## src/rtl/proc_pkg.sv

```systemverilog
// Types and constants shared by the fetch stage and the decode/control logic.
package proc_pkg;

    localparam int AW_DEF = 16;
    localparam int DW_DEF = 16;

    typedef logic [DW_DEF-1:0] instr_t;

    typedef enum logic [1:0] {
        ST_IDLE = 2'b00,
        ST_REQ  = 2'b01,
        ST_FULL = 2'b10
    } fetch_state_t;

endpackage

```

## src/rtl/fetch_unit.sv

```systemverilog
// Instruction fetch stage: samples the PC, reads instruction memory with a
// req/ready handshake, holds the word in the IR until decode acks it.
module fetch_unit
    import proc_pkg::*;
#(
    parameter int AW = AW_DEF,
    parameter int DW = DW_DEF
) (
    input  logic          clock,
    input  logic          resetN,
    input  logic          fetch_en,
    input  logic          flush,
    input  logic [AW-1:0] pc_in,
    output logic          incr_pc,
    output logic          mem_req,
    output logic [AW-1:0] mem_addr,
    input  logic          mem_ready,
    input  logic [DW-1:0] mem_rdata,
    output logic [DW-1:0] ir_out,
    output logic [AW-1:0] ir_pc,
    output logic          ir_valid,
    input  logic          ir_ack,
    output logic          busy
);

    fetch_state_t  state, state_nx;
    logic [AW-1:0] addr_nx;
    logic [DW-1:0] ir_nx;
    logic [AW-1:0] ir_pc_nx;
    logic          incr_nx;

    // Next-state and next-register values; flush overrides everything.
    always_comb begin
        state_nx = state;
        addr_nx  = mem_addr;
        ir_nx    = ir_out;
        ir_pc_nx = ir_pc;
        incr_nx  = 1'b0;
        if (flush) begin
            state_nx = ST_IDLE;
        end else begin
            case (state)
                ST_IDLE: begin
                    if (fetch_en) begin
                        state_nx = ST_REQ;
                        addr_nx  = pc_in;
                    end
                end
                ST_REQ: begin
                    if (mem_ready) begin
                        state_nx = ST_FULL;
                        ir_nx    = mem_rdata;
                        ir_pc_nx = mem_addr;
                        incr_nx  = 1'b1;
                    end
                end
                ST_FULL: begin
                    if (ir_ack) begin
                        if (fetch_en) begin
                            state_nx = ST_REQ;
                            addr_nx  = pc_in;
                        end else begin
                            state_nx = ST_IDLE;
                        end
                    end
                end
                default: begin
                    state_nx = ST_IDLE;
                end
            endcase
        end
    end

    always_ff @(posedge clock or negedge resetN) begin
        if (!resetN) begin
            state <= ST_IDLE;
        end else begin
            state <= state_nx;
        end
    end

    // Handshake flags are decoded from the next state so they are glitch-free flops.
    always_ff @(posedge clock or negedge resetN) begin
        if (!resetN) begin
            mem_req  <= 1'b0;
            ir_valid <= 1'b0;
            busy     <= 1'b0;
            incr_pc  <= 1'b0;
        end else begin
            mem_req  <= (state_nx == ST_REQ);
            ir_valid <= (state_nx == ST_FULL);
            busy     <= (state_nx != ST_IDLE);
            incr_pc  <= incr_nx;
        end
    end

    always_ff @(posedge clock or negedge resetN) begin
        if (!resetN) begin
            mem_addr <= '0;
            ir_out   <= '0;
            ir_pc    <= '0;
        end else begin
            mem_addr <= addr_nx;
            ir_out   <= ir_nx;
            ir_pc    <= ir_pc_nx;
        end
    end

endmodule

```

## config.mk

```make
export PLATFORM = sky130hd
export DESIGN_NAME = fetch_unit
export DESIGN_NICKNAME = d
export VERILOG_FILES = /design/src/rtl/proc_pkg.sv /design/src/rtl/fetch_unit.sv
export SDC_FILE = /design/constraint.sdc
export NUM_CORES = 1
export LEC_CHECK = 0
export CORE_MARGIN = 8
export CORE_UTILIZATION = 45
export CTS_CLUSTER_DIAMETER = 30
export DETAILED_ROUTE_END_ITERATION = 8
export DONT_BUFFER_PORTS = 1
export SLEW_MARGIN = 10
export SYNTH_ARGS = -nofsm -noshare
export SYNTH_HDL_FRONTEND = slang
export SYNTH_SLANG_ARGS = --single-unit
```

## constraint.sdc

```tcl
create_clock -name clock -period 5.2 [get_ports clock]
set_clock_uncertainty 0.1 [all_clocks]
set_input_delay 1.04 -clock clock [delete_from_list [all_inputs] [get_ports clock]]
set_output_delay 1.04 -clock clock [all_outputs]
set_load 0.02 [all_outputs]
```

; ---- Word level (Yosys, flattened, before mapping)
; Cells that the tools add are included.
[word_totals]
register_bits = 54
latchBits = 0
ramBits = 0
romBits = 0
out_inout_bits = 52
word_cells = 31
mem_count = 0
[op_classes]
add_sub_neg = 0
n_mul = 0
div = 0
n_lt_le_gt_ge = 0
eq_ne = 5
shift = 0
mux = 12
bitwise_logic = 1
reduce_logical = 5
[op_table]
columns = op, count
row1 = 16-bit 2-to-1 mux, 2
row2 = 16-bit one-hot mux with 2 select lines, 1
row3 = 2-bit 2-to-1 mux, 4
row4 = 2-bit one-hot mux with 3 select lines, 1
row5 = 3-bit AND reduction, 2
row6 = "2-bit by 1-bit equality test with 1-bit output, second input constant", 2
row7 = "2-bit equality test, second input constant", 2
row8 = 1-bit 2-to-1 mux, 4
row9 = 2-bit nonzero test, 2
row10 = 2-bit logical NOT, 1
row11 = "2-bit != test, second input constant", 1
row12 = 1-bit inverter, 1

; ---- Depth between registers and ports, before layout
; Gate-level depths: netlist of run 1.
[depth]
word_depth = 5
depth_mapped = 5
mapped_depth_nobuf = 3

; ---- Worst setup path before layout of run 1
; OpenSTA, ideal clock, no wires.
[synth_timing]
kind = in2reg
startpoint = in flush
endpoint = reg mem_addr[10]
setup_ps = 125
arrival_time_ps = 2125
required_time_ps = 4975
slack_ps = 2850
cell_stages = 4
path_buffers = 2
cell_sequence = or4b_4 -> buf_6 -> buf_12 -> mux2_4
[synth_between]
elab_chain_cells = 2
[synth_lines]
columns = item, line_no
row1 = "start, declared", fetch_unit.sv:12  ; input logic flush,
row2 = 1-bit inverter (no line), -
row3 = 3-bit AND reduction (no line), -
row4 = "end signal, assigned", fetch_unit.sv:103  ; mem_addr <= addr_nx;
row5 = "end, declared", fetch_unit.sv:16  ; output logic [AW-1:0] mem_addr,
; No other way between the ends.
; A chain may end at the register's enable or synchronous reset.

; ---- Worst setup path after layout of run 1
[layout_timing]
startpoint = in mem_ready
endpoint = reg ir_pc[12]
[layout_between]
elab_chain_cells = 1
[layout_lines]
columns = item, line_no
row1 = "start, declared", fetch_unit.sv:17  ; input logic mem_ready,
row2 = 3-bit AND reduction (no line), -
row3 = "end signal, assigned", fetch_unit.sv:105  ; ir_pc <= ir_pc_nx;
row4 = "end, declared", fetch_unit.sv:20  ; output logic [AW-1:0] ir_pc,
; No other way between the ends.

==> results of run 1 <==
critical path, cell delays in order:
cell	delay [ns]
nand3b_1	0.14
nor2_4	0.73
mux2_2	0.42
per-layer routing:
layer | wire (um) | global-route usage | vias to the layer above | part of all wire
met4 | 39 | 0.03297 | 0 | 0.0099
li1 | - | - | 427 | -
met3 | 481 | 0.07129 | 6 | 0.12
met5 | 0 | 0 | - | 0
met2 | 2009 | 0.1825 | 59 | 0.51
met1 | 1395 | 0.1126 | 536 | 0.36
layout by cell type (no fill, tap or decap):
| master | n |
|---|---|
| a211oi_1 | 1 |
| a21oi_1 | 4 |
| clkbuf_8 | 6 |
| clkinv_2 | 1 |
| clkinvlp_4 | 1 |
| dfrtp_1 | 54 |
| mux2_2 | 38 |
| mux2_4 | 10 |
| nand2_1 | 1 |
| nand3b_1 | 1 |
| nor2_1 | 1 |
| nor2_4 | 1 |
| nor2b_4 | 1 |
| nor3_1 | 1 |
| or2b_1 | 1 |
| or3b_2 | 1 |
| or4b_4 | 1 |
logic make-up after synthesis:
logic type      after synthesis
flops                        54
simple gates                  9
compound gates                5
mux                          48
buf+inv                       5
sequential cells by signal (all words and copies together) (netlist names):
name	flops
busy	1
incr_pc	1
ir_out	16
ir_pc	16
ir_valid	1
mem_addr	16
mem_req	1
state	2
worst max-delay path by stage:
stage          depth (start not counted)  slack, ns      endpoint
2_1_floorplan                          4       2.85  mem_addr[10]
3_3_place_gp                           3       2.65     ir_pc[14]
3_5_place_dp                           3       2.58     ir_pc[12]
4_1_cts                                3       2.92     ir_pc[12]
5_1_grt                                3       2.85     ir_pc[12]
6_report                               3       2.94     ir_pc[12]
power by group through the flow:
stage | logic (W) | registers, W | clock network, W
after global placement | 0.000125 | 0.000781 | 0
after global routing | 0.000143 | 0.000786 | 0.000259
after floorplan | 0.000123 | 0.000745 | 0
after CTS | 0.000134 | 0.000774 | 0.000244
final | 0.000131 | 0.000768 | 0.000234
after detailed placement | 0.000134 | 0.000782 | 0
stage by stage:
step / power, W / hold WS [ns]
final: 0.001132 / 0.3269
after detailed placement: 0.0009157 / 0.4154
after global routing: 0.001188 / 0.2981
after floorplan: 0.0008679 / 0.3596
after global placement: 0.0009059 / 0.3800
after CTS: 0.001152 / 0.3123
final cells by class:
type | count | area, um2 | area share
Sequential cell | 54 | 1351 | 0.6164
Multi-Input combinational cell | 62 | 680.7 | 0.3105
Clock buffer | 6 | 82.58 | 0.03767
Tap cell | 52 | 65.06 | 0.02968
Clock inverter | 2 | 12.51 | 0.005708
==> impl_metrics.toml, run 1 <==
[synth]
syn_avg_cell_area_um2 = 17.11
synth_warnings = 0
synth_area_leaders = "dfrtp_1 (65%), mux2_2 (21%), mux2_4 (7.3%)"
synth-seq-area-share = 0.6526
async_flop_share = 1.000
yosysMostFrequentCell = "dfrtp_1"
synth_compound_area_frac = 0.01329
synth_area_um2 = 2071
synth_top_area_share = 0.6526
yosys.area_share.simple = 0.03263
yosysTopAreaCell = "dfrtp_1"
synthFlopType = "dfrtp_1"
synth_top_family_by_area = "multiplexers"
ys_types = 16
synth-seq-cells = 54
synth_edf_count = 0
syn_nets = 159
synth_mux_area_frac = 0.2792
synthAdderAreaFrac = 0
ys_top_cells_by_count = "dfrtp_1 (54), mux2_2 (38), mux2_4 (10)"
synthCells = 121
synthXorXnorAreaFrac = 0

[worst_setup_path]
reg2reg_slack_ns = 3.16
arrival_ns = 2.34
crit_required_ns = 5.28
reg2reg_to = "ir_pc[12]"
cp-start-kind = "input port"
crit_type = "in -> reg"
ff2ff_path_depth = 3
critPathMaxFanout = 33
end_kind = "register"
timing.rr.start = "state[1]"
crit_start = "mem_ready"

[grt]
grt_pass1_wl_um = 6196
grt_max_degree = 55
antenna_found_initial = 0
first_global_vias = 1094
grt.total_usage = 0.1109
grt_overflow_total = 0

[floorplanning]
die-area_um2 = 7028
core_area_um2 = 4384
start_util = 0.4723
rows = 24
ios = 90
die_width_um = 83.84
die_h_um = 83.84

[placement]
place_area_um2 = 2097
numPortBuffers = 0
dp_slack_ns = 2.580
globalplace.congestion = 0.6468
place_inst = 168
dp_hpwl_um = 2897

[sta]
worstMarginPinSlew_ns = 0.9105
hold_viol_final = 0
fin_crit_ns = 2.258
timing.fmax_ghz = 0.4429
finalSetupViolations = 0
rsz0062_at_grt = "no"
worst_slack_ns = 2.942
period_share = 0.4342
fin_tns_setup_ns = 0
slew_viol_final = 0
relSlewSlack = 0.3916

[finish]
fin_area_um2 = 2192
final_cells = 176
diodes = 0
final_nets = 161
syn2layout_area_growth_pct = 5.861
drive_gt1_frac = 0.4839
n_fill_cell = 369
finish.utilization = 0.5000

[cts]
ctsHoldBuffers = 0
cts-resized-gates = 0
htree_levels = 2
clk_path_buf_depth = 2
clk_latency_ns = 0.29
post_cts_buffers = 0
numCtsBuffers = 5
path_clk_slew_ns = 0.09
clock-root-buffer = "clkbuf_8"
cts_tree = "yes"
cts.sinks = 54

[power]
seqPwrFrac = 0.678
power_density_nw_per_um2 = 516.6
p_sw_w = 0.0003958
p_int_w = 0.0007366
p_leak_nw = 0.9703
comb_power_share = 0.116
ir_drop_uv = 219.9
p_clk_frac = 0.206
p_sw_frac = 0.3496

[detailed_routing]
drt_pass1_iterations = 4
route.detailed.drc = 0
detail-route-antenna-nets = 0
drt_iter0_drc = 37
num_vias = 1028
avgRoutedWirePerCell_um = 22.31
via_per_inst = 5.841
routed_wl_um = 3926

[flow_run]
maxCapViolCount = 0

[run_status]
status = "complete, no violations"

[min_path]
hp-class = "in -> async"
No activity file was read; power rests on OpenSTA's default activity.
==> inputs of run 2 (changes only) <==
==> constraint.sdc (replaced) <==
create_clock -name clock -period 2.1 [get_ports clock]
set_clock_uncertainty 0.1 [all_clocks]
set_input_delay 0.42 -clock clock [delete_from_list [all_inputs] [get_ports clock]]
set_output_delay 0.42 -clock clock [all_outputs]
set_load 0.02 [all_outputs]
==> run 2 against run 1 <==
  * Worst setup slack worse by 2.6 ns
  * Register-to-register slack worse by 2.8 ns
  * Global-route usage up 0.17 points
  * First-iteration DRC count up 57%
  * Worst hold slack worse by 0.25 ns
  * Final area up 2.2%
  * Final cell count up 2.3%
  * Non-clock buffer count up 4
  * Combinational power rose to 2.7 times the previous value
  * Power up 150%
  * Largest power group unchanged
==> impl_metrics.toml, run 2 (same netlist as run 1, synthesis figures left out) <==
[sta]
worstMarginPinSlew_ns = 0.2898
hold_viol_final = 0
finalSetupViolations = 0
fin_crit_ns = 1.774
rsz0062_at_grt = "no"
fin_tns_setup_ns = 0
period_share = 0.8450
relSlewSlack = 0.8068
timing.fmax_ghz = 0.5636
worst_slack_ns = 0.3256
slew_viol_final = 0

[detailed_routing]
detail-route-antenna-nets = 0
routed_wl_um = 3966
drt_iter0_drc = 58
via_per_inst = 5.661
route.detailed.drc = 0
num_vias = 1019
drt_pass1_iterations = 2
avgRoutedWirePerCell_um = 22.03

[grt]
busiest_layer = "met2"
grt_pass1_wl_um = 6382
grtUsageMet1 = 0.1163
antenna_found_initial = 0
met3_usage = 0.06836
grt_max_degree = 55
grt.total_usage = 0.1126
grtUsageMet2 = 0.1860
first_global_vias = 1141
grt_overflow_total = 0

[power]
p_leak_nw = 0.9990
total_power_w = 0.002823
ir_drop_uv = 606.2
power_density_nw_per_um2 = 1260

[finish]
reg_top3 = "ir_out: 16 flops, ir_pc: 16 flops, mem_addr: 16 flops"
finish.utilization = 0.5111
layout_commonest_cell = "dfrtp_1"
syn2layout_area_growth_pct = 8.218
layout_common_cells = "dfrtp_1 (54), mux2_2 (38), mux2_4 (10), clkbuf_8 (6), a21oi_1 (4)"
n_fill_cell = 380
final_nets = 165
ff_latch_area_um2 = 1351
drive_gt1_frac = 0.4844
diodes = 0
multiInputGateArea_um2 = 680.7
fin_area_um2 = 2241

[placement]
globalplace.congestion = 0.6800
dp_hpwl_um = 2969
place_area_um2 = 2112
numPortBuffers = 0
dp_slack_ns = 0.3409

[cts]
htree_levels = 2
ctsHoldBuffers = 2
numCtsBuffers = 5
path_clk_slew_ns = 0.09
clk_path_buf_depth = 2
post_cts_buffers = 0
cts.sinks = 54
clock-root-buffer = "clkbuf_8"
cts-resized-gates = 0
clk_latency_ns = 0.29
cts_tree = "yes"

[floorplanning]
core_area_um2 = 4384
die_width_um = 83.84
die-area_um2 = 7028
die_h_um = 83.84
ios = 90
start_util = 0.4723
rows = 24

[worst_setup_path]
reg2reg_slack_ns = 0.33
end_kind = "register"
arrival_ns = 1.86
cp-start-kind = "register"
crit_required_ns = 2.18
crit_type = "reg -> reg"
critPathMaxFanout = 16

[min_path]
hp-class = "in -> reg"

[run_status]
status = "complete, no violations"

[flow_run]
maxCapViolCount = 0
run 2: cell types whose count changed in the layout (fill, tap and decap cells not counted):
cell / delta
buf_16: +1
clkbuf_1: +1
clkinvlp_4: -1
buf_4: +2
dlygate4sd3_1: +1
run 2: final cells by class:
class                   instances  share of cell area
repair buffers                  4             0.02345
multi-input cells              62              0.3037
clock buffers                   7             0.03853
flip-flops and latches         54              0.6030
clock inverters                 1            0.002233
well taps                      52             0.02903
run 2: critical path, cell delays in order (launching register included):
cell and delay, ns:
dfrtp_1 0.42, nor2b_4 0.14, or4b_4 0.64, mux2_4 0.35
run 2: path summary, 6_finish.rpt:
check | startpoint | end | depth (start not counted)
worst max-delay path | state[1] | mem_addr[10] | 3
worst min-delay path | flush | state[0] | 1
worst max register to register | state[1] | mem_addr[10] | 3
worst min register to register | state[1] | busy | 1
max in group asynchronous | resetN | ir_pc[9] | 2
min in group asynchronous | resetN | mem_addr[2] | 2
run 2: per-layer routing:
metal | wire length [um] | share of wire
met2 | 2017 | 0.51
met1 | 1435 | 0.36
met4 | 44 | 0.011
met3 | 467 | 0.12
met5 | 0 | 0
run 2: power by group:
part	switching, W	internal, W	total (W)
Sequential	0.000580	0.00132	0.00190
Combinational	0.000107	0.000245	0.000352
Clock	0.000303	0.000266	0.000569
run 2: per-stage QoR:
step | cells | hold slack (ns)
floorplan | 121 | 0.02441
global placement | 170 | 0.02593
detailed placement | 170 | 0.02591
CTS | 180 | 0.06633
global route | 180 | 0.05403
finish | 180 | 0.07521
